===== config.mk =====
export PLATFORM = sky130hd
export DESIGN_NAME = vector_checker16_flat
export DESIGN_NICKNAME = d
export VERILOG_FILES = /design/src/rtl/vector_checker16_pkg.sv /design/src/rtl/vector_checker16_if.sv /design/src/rtl/vector_checker16_sat_counter.sv /design/src/rtl/vector_checker16.sv /design/src/flat_wrapper.sv
export SDC_FILE = /design/constraint.sdc
export NUM_CORES = 1
export LEC_CHECK = 0
export CAP_MARGIN = 10
export CORE_MARGIN = 2
export CORE_UTILIZATION = 44
export DETAILED_ROUTE_END_ITERATION = 10
export PLACE_DENSITY = 0.81
export SETUP_SLACK_MARGIN = 0.1
export SLEW_MARGIN = 20
export SYNTH_ARGS = -nofsm -noshare
export SYNTH_HDL_FRONTEND = slang
export SYNTH_SLANG_ARGS = --single-unit

===== constraint.sdc =====
create_clock -name clk -period 2 [get_ports clk]
set_input_delay 0.4 -clock clk [delete_from_list [all_inputs] [get_ports clk]]
set_output_delay 0.4 -clock clk [all_outputs]
set_load 0.01 [all_outputs]

===== src/rtl/vector_checker16_pkg.sv =====
// Shared definitions for the vector checker: checker state encodings and default widths.
// The stimulus-driver block imports the same package so both ends agree on encodings.
package vector_checker16_pkg;

    localparam int CHK_WIDTH_DEF = 16;
    localparam int CHK_CNT_W_DEF = 8;

    typedef enum logic [1:0] {
        CHK_IDLE  = 2'd0,
        CHK_RUN   = 2'd1,
        CHK_DRAIN = 2'd2,
        CHK_DONE  = 2'd3
    } chk_state_t;

endpackage


===== src/rtl/vector_checker16_if.sv =====
// Test-vector bus between a stimulus driver (master) and the response checker (slave).
interface vector_checker16_if #(
    parameter int WIDTH = 16
);
    logic             in_valid;
    logic             in_ready;
    logic             last;
    logic [WIDTH-1:0] dut_out;
    logic [WIDTH-1:0] expected;
    logic [WIDTH-1:0] mask;

    modport master (
        output in_valid, last, dut_out, expected, mask,
        input  in_ready
    );

    modport slave (
        input  in_valid, last, dut_out, expected, mask,
        output in_ready
    );
endinterface


===== src/rtl/vector_checker16_sat_counter.sv =====
// Saturating up-counter with synchronous clear; holds at all-ones instead of wrapping.
module sat_counter #(
    parameter int W = 8
) (
    input  logic         clk,
    input  logic         rst_n,
    input  logic         clr,
    input  logic         inc,
    output logic [W-1:0] q
);

    // Count register: clear wins over increment, increment stops at all-ones.
    always_ff @(posedge clk or negedge rst_n) begin
        if (!rst_n) begin
            q <= '0;
        end else if (clr) begin
            q <= '0;
        end else if (inc && (q != {W{1'b1}})) begin
            q <= q + 1'b1;
        end
    end

endmodule


===== src/rtl/vector_checker16.sv =====
// Response checker: compares DUT results against golden values under a mask, counts
// vectors and mismatches, captures the first failure and issues a pass/fail verdict.
//
// state     | meaning
// ----------+----------------------------------------------------------
// CHK_IDLE  | after reset, waiting for start
// CHK_RUN   | accepting vectors (in_ready=1)
// CHK_DRAIN | last vector is in the compare stage, one cycle
// CHK_DONE  | verdict valid, held until start
module vector_checker16
    import vector_checker16_pkg::*;
#(
    parameter int WIDTH = CHK_WIDTH_DEF,
    parameter int CNT_W = CHK_CNT_W_DEF
) (
    input  logic                clk,
    input  logic                rst_n,
    input  logic                start,
    vector_checker16_if.slave   vec,
    output logic                done,
    output logic                pass,
    output logic [CNT_W-1:0]    vec_count,
    output logic [CNT_W-1:0]    err_count,
    output logic [CNT_W-1:0]    first_fail_idx,
    output logic [WIDTH-1:0]    first_fail_diff
);

    chk_state_t state;
    chk_state_t state_nxt;

    logic             accept;
    logic             s1_valid;
    logic [WIDTH-1:0] s1_diff;
    logic [CNT_W-1:0] s1_idx;
    logic             s1_fail;
    logic             err_inc;

    assign vec.in_ready = (state == CHK_RUN);

    // A vector arriving together with start belongs to the run being discarded.
    assign accept  = vec.in_valid && vec.in_ready && !start;
    assign s1_fail = s1_valid && (s1_diff != '0);
    assign err_inc = s1_fail && !start;

    // State register.
    always_ff @(posedge clk or negedge rst_n) begin
        if (!rst_n) begin
            state <= CHK_IDLE;
        end else begin
            state <= state_nxt;
        end
    end

    // Next-state logic; start restarts a run from any state.
    always_comb begin
        state_nxt = state;
        if (start) begin
            state_nxt = CHK_RUN;
        end else begin
            case (state)
                CHK_RUN:   if (accept && vec.last) state_nxt = CHK_DRAIN;
                CHK_DRAIN: state_nxt = CHK_DONE;
                default:   state_nxt = state;
            endcase
        end
    end

    // Stage 1: capture the masked difference and the vector's index on acceptance.
    always_ff @(posedge clk or negedge rst_n) begin
        if (!rst_n) begin
            s1_valid <= 1'b0;
            s1_diff  <= '0;
            s1_idx   <= '0;
        end else if (start) begin
            s1_valid <= 1'b0;
            s1_diff  <= '0;
            s1_idx   <= '0;
        end else begin
            s1_valid <= accept;
            if (accept) begin
                s1_diff <= (vec.dut_out ^ vec.expected) & vec.mask;
                s1_idx  <= vec_count;
            end
        end
    end

    sat_counter #(.W(CNT_W)) u_vec_cnt (
        .clk   (clk),
        .rst_n (rst_n),
        .clr   (start),
        .inc   (accept),
        .q     (vec_count)
    );

    sat_counter #(.W(CNT_W)) u_err_cnt (
        .clk   (clk),
        .rst_n (rst_n),
        .clr   (start),
        .inc   (err_inc),
        .q     (err_count)
    );

    // Stage 2: latch the first failure of the run; the error counter never returns to
    // zero within a run, so err_count==0 identifies the first one.
    always_ff @(posedge clk or negedge rst_n) begin
        if (!rst_n) begin
            first_fail_idx  <= '0;
            first_fail_diff <= '0;
        end else if (start) begin
            first_fail_idx  <= '0;
            first_fail_diff <= '0;
        end else if (s1_fail && (err_count == '0)) begin
            first_fail_idx  <= s1_idx;
            first_fail_diff <= s1_diff;
        end
    end

    // Verdict: registered on the DRAIN edge, folding in the last vector's compare result.
    always_ff @(posedge clk or negedge rst_n) begin
        if (!rst_n) begin
            done <= 1'b0;
            pass <= 1'b0;
        end else if (start) begin
            done <= 1'b0;
            pass <= 1'b0;
        end else if (state == CHK_DRAIN) begin
            done <= 1'b1;
            pass <= (err_count == '0) && !s1_fail;
        end
    end

endmodule


===== src/flat_wrapper.sv =====
// flat-port wrapper written by rule: the top's interface ports become plain ports
module vector_checker16_flat import vector_checker16_pkg::*;
#(
    parameter int WIDTH = CHK_WIDTH_DEF,
    parameter int CNT_W = CHK_CNT_W_DEF
)
  (clk, rst_n, start, done, pass, vec_count, err_count, first_fail_idx, first_fail_diff, vec_in_valid, vec_last, vec_dut_out, vec_expected, vec_mask, vec_in_ready);
  vector_checker16_if #(.WIDTH(WIDTH)) vec_i ();
  input  logic clk;
  input  logic rst_n;
  input  logic start;
  output logic done;
  output logic pass;
  output logic [CNT_W-1:0] vec_count;
  output logic [CNT_W-1:0] err_count;
  output logic [CNT_W-1:0] first_fail_idx;
  output logic [WIDTH-1:0] first_fail_diff;
  input wire logic [$bits(vec_i.in_valid)-1:0] vec_in_valid;
  input wire logic [$bits(vec_i.last)-1:0] vec_last;
  input wire logic [$bits(vec_i.dut_out)-1:0] vec_dut_out;
  input wire logic [$bits(vec_i.expected)-1:0] vec_expected;
  input wire logic [$bits(vec_i.mask)-1:0] vec_mask;
  output wire logic [$bits(vec_i.in_ready)-1:0] vec_in_ready;
  assign vec_i.in_valid = vec_in_valid;
  assign vec_i.last = vec_last;
  assign vec_i.dut_out = vec_dut_out;
  assign vec_i.expected = vec_expected;
  assign vec_i.mask = vec_mask;
  assign vec_in_ready = vec_i.in_ready;
  vector_checker16 #(.WIDTH(WIDTH), .CNT_W(CNT_W)) u_core (.clk(clk), .rst_n(rst_n), .start(start), .vec(vec_i), .done(done), .pass(pass), .vec_count(vec_count), .err_count(err_count), .first_fail_idx(first_fail_idx), .first_fail_diff(first_fail_diff));
endmodule

==> results.toml <==
[status]
result_of_the_run = "finished, violations left"
violations_in_the_final_reports = "setup timing"

[placed_design]
post_dp_cell_area_um2 = 4650
final_replace_weighted_congestion = 0.790
place.detailed.hpwl_mm = 5.65
number_of_port_buffers = 95

[global_routing]
grt_overflow_total = 0
track_usage_pct = 20.2
grt_pass1_vias = 2880
pin_count_of_the_biggest_net_entering_global_routing = 98
grt_antenna_before_repair = 0
grt_first_pass_wirelength_mm = 13.7

[min_path]
min-delay-path-class = "input pin to asynchronous set/reset pin"

[route]
remaining_drc_errors = 0
detailedRoute.firstIterationViolations = 205
post_detailed_routing_wire_length_mm = 8.45
via_count = 2876
wire_per_inst_um = 15.1
drt.antenna.violating_nets = 0
route.detailed.vias_per_inst = 5.14
first_pass_iters = 5

[synthesis]
mappedNetlistNets = 399
yosys_register_bits = 69
mappedNetlistArea_um2 = 3470
synthArstFlopShare_pct = 100
post_synth.cell_area_avg_um2 = 10.1
synth_cells = 343
seq_total_area_yosys_pct = 49.7
yosysWarnings = 0
synth_edf_count = 0
netlist-cell-type-count = 41
dominantRegCellSynth = "sky130_fd_sc_hd__dfrtp_1"

[critical_path]
rrSetupSlack_ns = -0.06
timing.rr.end = "u_core.u_err_cnt.q[5]"
worstRegToRegCells = 5
critPathRequiredTime_ns = 2.22
timing.critical_path.arrival_ns = 2.29
worst_r2r_startpoint = "u_core.s1_diff[13]"
critical-path-slowest-cell = "sky130_fd_sc_hd__or4_4"
worst-path-max-fanout = 7
worst-setup-path-type = "flop to flop"
crit_path_max_incr_delay_ns = 0.57
timing.critical_path.from_type = "flop"
timing.critical_path.cells = "or4_4 > o41ai_4 > buf_12 > nor4_4 > mux2_4"
setup.worst_path.end_class = "flop"

[layout]
finalNetCount = 510
flow.area_growth_from_synthesis_pct = 43.1
fin_area_um2 = 4970
post_route_cells_drive_above_1_share_pct = 13.6
antenna-diode-count = 0

[timing]
finalWorstSetupSlack_ns = -0.0639
fmax_mhz = 485
fin_setup_tns_ns = -0.722
timing.final.setup_violations = 22
worstMarginPinSlew_ns = 0.556
relSlewSlack_pct = 62.8
skew_ns = 0.00717
min_period_ns = 2.06
hold_viol = 0
slew_viol_final = 0
timing.final.crit_share_pct = 103
grt_setup_unrepaired = "true"

[clocking]
root_buffer = "sky130_fd_sc_hd__clkbuf_8"
clock_tree.htree_level_count = 3
cts_buffer_count = 9
worst_setup_hold_path_clk_slew_ns = 0.07
cts.sinks = 69
clock_tree_from_tritoncts = "built"
clk_path_buf_depth = 2
cts.hold.buffers_added = 0
worstSkewPairLatency_ns = 0.34

[pwr]
power.leakage_nw = 2.02
largest_voltage_drop_on_the_vdd_net_uv = 511
pwr_density_cell_nw_per_um2 = 608

[run]
max_cap_viol_count = 0

[floorplan]
coreArea_um2 = 7690
die-height_um = 92.8
fp.dieW_um = 92.8
floorplan.io_pins = 96
floorplan.initialDensity_pct = 45.2
placementRows = 32
die_area_um2 = 8620
## per-layer routing
layer | vias up | global-route usage (%) | part of all wire, % | wire, µm
met2 | 74 | 32.8 | 51 | 4300
met4 | 0 | 5.39 | 0.98 | 83
met3 | 7 | 5.86 | 5.0 | 419
met5 | - | 0 | 0 | 0
met1 | 1395 | 26.6 | 43 | 3640
li1 | 1400 | - | - | -
## through the flow
step                      power (mW)  util, %  cells  hold WS [ns]  setup slack [ns]
after floorplan                 1.72        -    343         0.104          0.000220
final                           3.02     64.7    559        0.0521           -0.0639
after CTS                       3.04     64.0    556        0.0800           -0.0401
after global routing            3.15     64.7    559        0.0778            -0.113
after global placement          1.96     60.5    538         0.447           -0.0776
after detailed placement        1.97     60.5    538         0.453            -0.186
## repair_timing
item | in CTS | in global routing
cloned | 1 | 1
endpoints found under the setup margin | 33 | 33
gates resized for setup | 9 | 7
setup buffers | 3 | 2
pin swaps | 8 | 10
endpoints found under the hold margin | 0 | 0
## registers in the layout, indices dropped and copies added, names as in the netlist
| signal | count |
|---|---|
| u_core.s1_diff | 16 |
| u_core.u_err_cnt.q | 8 |
| u_core.s1_valid | 1 |
| u_core.s1_idx | 8 |
| u_core.first_fail_idx | 8 |
| u_core.first_fail_diff | 16 |
| u_core.pass | 1 |
| u_core.state | 2 |
| u_core.u_vec_cnt.q | 8 |
| u_core.done | 1 |
## placed cells by master, fill, tap and decap left out, types with 13 or more instances in the layout
cell type                         Yosys  routed
sky130_fd_sc_hd__nand2_1             38      38
sky130_fd_sc_hd__xor2_1              17      17
sky130_fd_sc_hd__dfrtp_1             69      69
sky130_fd_sc_hd__buf_4                0      16
sky130_fd_sc_hd__nand2b_1            52      52
sky130_fd_sc_hd__nand3_1             20      20
sky130_fd_sc_hd__clkdlybuf4s50_1      0      92
sky130_fd_sc_hd__clkbuf_8             0      13
sky130_fd_sc_hd__a21oi_1             34      33
sky130_fd_sc_hd__mux2i_1             28      28
## cell families after synthesis
group	synth area share (%)
AO/OA/AOI/OAI	7.75
XOR/XNOR	4.29
adder cells (fa/ha/maj)	1.08
buffers and inverters	3.13
flip-flops	49.7
multiplexers	9.47
AND/OR/NAND/NOR	24.6
## worst max-delay path by stage
stage                           from                   endpoint
2_1_floorplan      u_core.s1_diff[4]      u_core.u_err_cnt.q[0]
5_1_grt           u_core.s1_diff[13]                u_core.pass
6_report          u_core.s1_diff[13]      u_core.u_err_cnt.q[5]
3_3_place_gp   u_core.u_err_cnt.q[0]  u_core.first_fail_diff[7]
4_1_cts            u_core.s1_diff[6]      u_core.u_err_cnt.q[5]
3_5_place_dp   u_core.u_err_cnt.q[0]   u_core.first_fail_idx[2]
## worst max-delay path, delay by kind of cell, from the launching register on
| family | cells | cell delay, ns |
|---|---|---|
| AO/OA/AOI/OAI | 1 | 0.42 |
| multiplexers | 1 | 0.31 |
| buffers and inverters | 1 | 0.19 |
| flip-flops | 1 | 0.40 |
| AND/OR/NAND/NOR | 2 | 0.61 |
## synthesized netlist by cell type, types with 2 or more instances
| cell | n | area, µm² |
|---|---|---|
| sky130_fd_sc_hd__mux2_1 | 2 | 22.5 |
| sky130_fd_sc_hd__mux2i_1 | 28 | 280 |
| sky130_fd_sc_hd__buf_6 | 3 | 33.8 |
| sky130_fd_sc_hd__dfrtp_1 | 69 | 1730 |
| sky130_fd_sc_hd__o31ai_1 | 4 | 30.0 |
| sky130_fd_sc_hd__nor2_1 | 12 | 45.0 |
| sky130_fd_sc_hd__nor2b_1 | 4 | 25.0 |
| sky130_fd_sc_hd__nand3b_1 | 2 | 15.0 |
| sky130_fd_sc_hd__ha_1 | 3 | 37.5 |
| sky130_fd_sc_hd__xor2_1 | 17 | 149 |
| sky130_fd_sc_hd__nor4_1 | 2 | 12.5 |
| sky130_fd_sc_hd__nand4_1 | 3 | 18.8 |
| sky130_fd_sc_hd__or4_2 | 2 | 17.5 |
| sky130_fd_sc_hd__nand3_1 | 20 | 100 |
| sky130_fd_sc_hd__a21oi_1 | 34 | 170 |
| sky130_fd_sc_hd__nand2_1 | 38 | 143 |
| sky130_fd_sc_hd__or4_1 | 2 | 15.0 |
| sky130_fd_sc_hd__clkbuf_1 | 15 | 56.3 |
| sky130_fd_sc_hd__nand2b_1 | 52 | 325 |
| sky130_fd_sc_hd__nor3_1 | 5 | 25.0 |
| sky130_fd_sc_hd__or4_4 | 3 | 33.8 |
| sky130_fd_sc_hd__inv_1 | 4 | 15.0 |
## layout make-up
cell class                 count  area, µm²
timing repair buffer         117       1170
clock buffer                  13        179
fill                         609       2720
multi-input combinational    253       1740
inverter                       4       15.0
tap                          102        128
clock inverter                 1       5.00
sequential                    69       1730
## power breakdown
part,internal [mW],total [mW],switching [mW],leakage [nW]
registers,1.43,1.46,0.0308,0.952
clock network,0.570,1.04,0.475,0.0974
logic,0.276,0.515,0.240,0.969
Note: power is estimated with default switching activity, not from simulation.
